--- config.mk ---
export PLATFORM = sky130hd
export DESIGN_NAME = misr
export DESIGN_NICKNAME = d
export VERILOG_FILES = /design/src/rtl/adder_tb_pkg.sv /design/src/rtl/adder_response_checker_misr.sv
export SDC_FILE = /design/constraint.sdc
export NUM_CORES = 1
export LEC_CHECK = 0
export ABC_AREA = 1
export CAP_MARGIN = 20
export CELL_PAD_IN_SITES_DETAIL_PLACEMENT = 2
export CELL_PAD_IN_SITES_GLOBAL_PLACEMENT = 2
export CORE_AREA = 2 2 238 240
export DETAILED_ROUTE_END_ITERATION = 10
export DIE_AREA = 0 0 240 242
export PLACE_DENSITY_LB_ADDON = 0.25
export SYNTH_ARGS = -nofsm -noshare
export SYNTH_HDL_FRONTEND = slang
export SYNTH_SLANG_ARGS = --single-unit
--- constraint.sdc ---
create_clock -name clk -period 13.03 [get_ports clk]
set_input_delay 1.303 -clock clk [delete_from_list [all_inputs] [get_ports clk]]
set_output_delay 1.303 -clock clk [all_outputs]
set_load 0.02 [all_outputs]
--- src/rtl/adder_tb_pkg.sv ---
// Shared definitions for the adder regression checkers: run-state encoding,
// default sizes and the MISR seed.
package adder_tb_pkg;

  typedef enum logic [1:0] {
    IDLE = 2'd0,
    RUN  = 2'd1,
    DONE = 2'd2
  } state_t;

  localparam int N_DEFAULT           = 256;
  localparam int NUM_VECTORS_DEFAULT = 30000;
  localparam int MISR_SEED           = 0;

endpackage

--- src/rtl/adder_response_checker_misr.sv ---
// Multiple-input signature register, polynomial x^w + 1: rotate left by one
// and fold in the new word whenever en is high.
module misr
  import adder_tb_pkg::*;
#(
  parameter int w = N_DEFAULT + 1
) (
  input  logic         clk,
  input  logic         rst,
  input  logic         clr,
  input  logic         en,
  input  logic [w-1:0] d,
  output logic [w-1:0] sig
);

  logic [w-1:0] r_sig;

  // clr wins over en so a restart never folds a stale word into the new run
  always_ff @(posedge clk or posedge rst) begin
    if (rst) begin
      r_sig <= w'(MISR_SEED);
    end else if (clr) begin
      r_sig <= w'(MISR_SEED);
    end else if (en) begin
      r_sig <= {r_sig[w-2:0], r_sig[w-1]} ^ d;
    end
  end

  assign sig = r_sig;

endmodule

After elaboration in Yosys (flattened, before gate mapping)
Index checks and enable logic that the tools add are counted.
{ "op_classes": {"eq_ne": 0, "addsub": 0, "order_cmp": 0, "div_mod_pow": 0, "n_reduce_logical": 1, "n_mux": 2, "n_shift": 0, "n_mul": 0, "bitwise_logic": 1} }
{ "ops": {"columns": ["operator", "count"], "rows": [
  ["2-to-1 mux 257 bit", 2],
  ["XOR 257 bit", 1],
  ["nonzero test 2 bit", 1]
]} }
{ "word_totals": {"regBits": 257, "n_memories": 0, "elab_cells": 5, "in_bits": 261, "ramBits": 0, "romBits": 0, "output_inout_bits": 257, "latchBits": 0} }

Logic depth before layout (Yosys ltp)
{ "logic_depth": {"ltp_word": 3, "depth_mapped": 6, "ltp_nobuf": 4} }

Worst setup path after synthesis
OpenSTA, ideal clock, no wires.
{ "synth_timing": {"path_kind": "input port to flip-flop", "startpoint": "input clr", "endpoint": "register r_sig[124] (netlist: sig[124])", "setup_ns": 0.065, "slack_ns": 11.037, "required_time_ns": 12.965, "arrival_time_ns": 1.928, "stages": 5, "n_path_buf": 2, "cell_sequence": "nor2_2 buf_2 buf_2 nand2_1 nand2_1"} }
{ "synth_between": {"elab_chain_cells": 1, "word_cells_on_any_way": 2, "cone_classes": "1 x mux; 1 x reduce/logical"} }
{ "synth_rtl": {"columns": ["item", "line_no", "rtl"], "rows": [
  ["start, declared", "adder_response_checker_misr.sv:10", "input logic clr,"],
  ["2-to-1 mux 257 bit or nonzero test 2 bit (tied branches)", null, null],
  ["end signal, assigned", "adder_response_checker_misr.sv:21", "r_sig <= w'(MISR_SEED);"],
  ["end signal, assigned", "adder_response_checker_misr.sv:23", "r_sig <= w'(MISR_SEED);"],
  ["end signal, assigned", "adder_response_checker_misr.sv:25", "r_sig <= {r_sig[w-2:0], r_sig[w-1]} ^ d;"],
  ["end, declared", "adder_response_checker_misr.sv:16", "logic [w-1:0] r_sig;"]
]} }
Several ways; a longest one is shown, not always the timed one.
A chain may end at the register's enable or synchronous reset.

Worst setup path in the final report
{ "layout_timing": {"startpoint": "input clr", "endpoint": "register r_sig[106] (netlist: sig[106])"} }
Same word-level chain as after synthesis.

==> summary.txt <==
Run status
  • Outcome: complete, no violations

Power and ir drop
  • Power per cell area: around 110 mW/mm2
  • Sw frac: 0.301
  • Clock share of power: 0.400
  • Static leakage: 11.0 nW
  • Maximum vdd drop: roughly 0.069 mV
  • Switching Power: approximately 0.71 mW
  • Combinational share of power: 0.209
  • Cell Int Power: approximately 1.7 mW
  • Flop pwr share: 0.391

Placed design
  • Number of port buffers: 517
  • Post-placement cell area: around 0.02 mm2
  • Routability cong.: 0.807
  • DP Cell Count: 3340
  • Dpl hpwl: ~45000 um

Yosys
  • Area of the mapped netlist: 0.0138 mm2
  • Seq/Total Area, Yosys: 0.466
  • Netlist cell types: 9
  • Syn Nets: 2377
  • Post-Synthesis Cells: roughly 2100
  • Synth top area share: 0.466
  • Yosys warnings: 0
  • Post-synth top area cell: dfrtp_1
  • Largest cells by area after synthesis: dfrtp_1 47%, nand2_1 28%, inv_1 14%
  • Synthesized flop and latch total: around 260
  • Post-Syn Area per Cell: about 6.5 um2

Layout
  • Final nets: 2882
  • Layout cell share with drive strength beyond 1: 0.0216
  • Finished Layout Cells: 3409
  • Leading cell types in the layout, fill and taps excluded: 1028 x nand2_1, 517 x clkdlybuf4s50_1, 515 x inv_1
  • Syn-to-layout area delta: 51.2%
  • Commonest non-fill, non-tap cell in the layout: nand2_1
  • Post-route cell area: about 0.021 mm2
  • Max reg flops: approximately 260
  • Fillers: 6633

Drt
  • WL per Instance: 17.5 um
  • Total wire length: between 50000 and 60000 um
  • Routed via count: roughly 15000
  • Pre-antenna DRT Iters: 5
  • Final antenna-violating net count: 0
  • Post-DR vias/cell: approximately 4.4
  • Post-route DRC: 0
  • Iteration-0 DRC Markers: 487

Floorplan
  • Core Area: approximately 0.056 mm2
  • Die area: 0.0581 mm2
  • FP Rows: 87
  • I/O pin cnt: approximately 520
  • Die H: 242 um
  • Starting density of the core: 0.248
  • Chip Width: 240 um

Timing
  • Setup TNS: 0 ps
  • Hold WS: 531 ps
  • Final Hold Violating Endpoints: 0
  • Final setup fails: 0
  • Slew Viols, Final: 0
  • Final cycle utilization of the critical path: 0.264
  • Layout Skew: 8.91 ps
  • Tmin final: 3440 ps
  • Worst slew pin tran: approximately 1100 ps
  • RSZ-0062 raised after global routing: no
  • Slew headroom: 0.249
  • Max Clk Rate: 290 MHz

Setup path
  • Cell repeated most along the worst path: nand2_1
  • Levels on crit path: 6
  • Req. time, crit path: 13490 ps
  • CP arrival: 3910 ps
  • Worst setup path category: in -> reg
  • CP max stage delay: 760 ps
  • CP Buf/Inv Count: 3
  • Worst reg2reg path depth: 4
  • Worst path cell trace: clkdlybuf4s50_1 -> nor2_4 -> buf_12 -> buf_4 -> nand2_1 -> nand2_1
  • Crit start category: input pin
  • Kind of cell adding the most delay to the critical path: buffers and inverters
  • Worst path slowest cell: buf_4
  • Crit. End Element: flip-flop
  • Crit Path Max Fanout: about 190

Clock network
  • Hold buffers post-CTS: 0
  • Clock Latency Late Sink: about 530 ps
  • Post-CTS sizing: 0
  • Postcts setup bufs: 0
  • Clock transition at the registers of the reported paths: about 50 ps
  • Num CTS Buffers: 35
  • # clock sinks: 257
  • H-tree depth: 2
  • CTS tree: done
  • Clk root buf: clkbuf_16
  • Clock buffer depth: 3

Global route
  • Vias in the first global route: 16500
  • Initial antenna violation count: 22
  • Largest net degree at the start of global routing: 192
  • Total GRT Usage: 0.205
  • Global-route wire length before repair: 92700 um
  • Grt ovf: 0

Worst hold path
  • Hold Path Stages: 2
  • Worst Hold Class: reg -> reg

Flow run
  • Max-Cap Viols: 0
[stage by stage]
step / util / setup slack (ps) / total power, mW
final: 0.375 / 9590 / 2.37
after global routing: 0.374 / 9280 / 2.50
after CTS: 0.374 / 9540 / 2.42
after floorplan: - / 4660 / 1.15
after global placement: 0.354 / 8930 / 1.42
after detailed placement: 0.354 / 8940 / 1.44
[layout make-up]
| class | instances | area [um2] | area share |
|---|---|---|---|
| clock buffer | 55 | 1060 | 0.0510 |
| tap | 756 | 946 | 0.0453 |
| antenna | 11 | 27.5 | 0.00132 |
| timing repair buffer | 524 | 5250 | 0.252 |
| sequential | 257 | 6430 | 0.308 |
| multi-input combinational | 1287 | 5170 | 0.248 |
| inverter | 516 | 1940 | 0.0932 |
| clock inverter | 3 | 40.0 | 0.00192 |
[metal layers]
metal  global-route usage  share of wire  vias to the layer above
met3               0.0720          0.080                      106
met2                0.366           0.50                      330
met5                    0         0.0030                        -
met4               0.0665          0.028                       28
met1                0.225           0.38                     7305
li1                     -              -                     7117
[Yosys cell counts]
cell,count
buf_1,1
clkbuf_1,3
dfrtp_1,257
nor2_4,1
inv_1,516
nand3_1,257
nand2_1,1028
buf_2,52
nor2_2,1
[tightest hold or removal path, stage by stage (launching register included)]
cell and delay, ps:
dfrtp_1 380, nand2_1 70, nand2_1 60
[power by group through the flow]
stage	Combinational (mW)	Sequential, mW	Clock [mW]
after detailed placement	0.502	0.941	0
after floorplan	0.153	0.994	0
after global routing	0.546	0.939	1.02
final	0.495	0.927	0.949
after global placement	0.483	0.937	0
after CTS	0.506	0.929	0.988
[path summary, 6_finish.rpt]
check	from	end	slack, ps
max in group asynchronous	rst	sig[95]	9640
worst min register to register	sig[256]	sig[256]	530
min in group asynchronous	rst	sig[163]	1290
worst max-delay path	clr	sig[106]	9590
worst min-delay path	sig[256]	sig[256]	530
worst max register to register	sig[54]	sig[55]	12150
[kinds of logic (layout without fill, tap and decap cells)]
group,Yosys count,after routing,synth area share
buf+inv,572,1098,0.160
other cells,0,11,0
flops,257,257,0.466
simple gates,1287,1287,0.374
No activity file was read; power rests on OpenSTA's default activity.
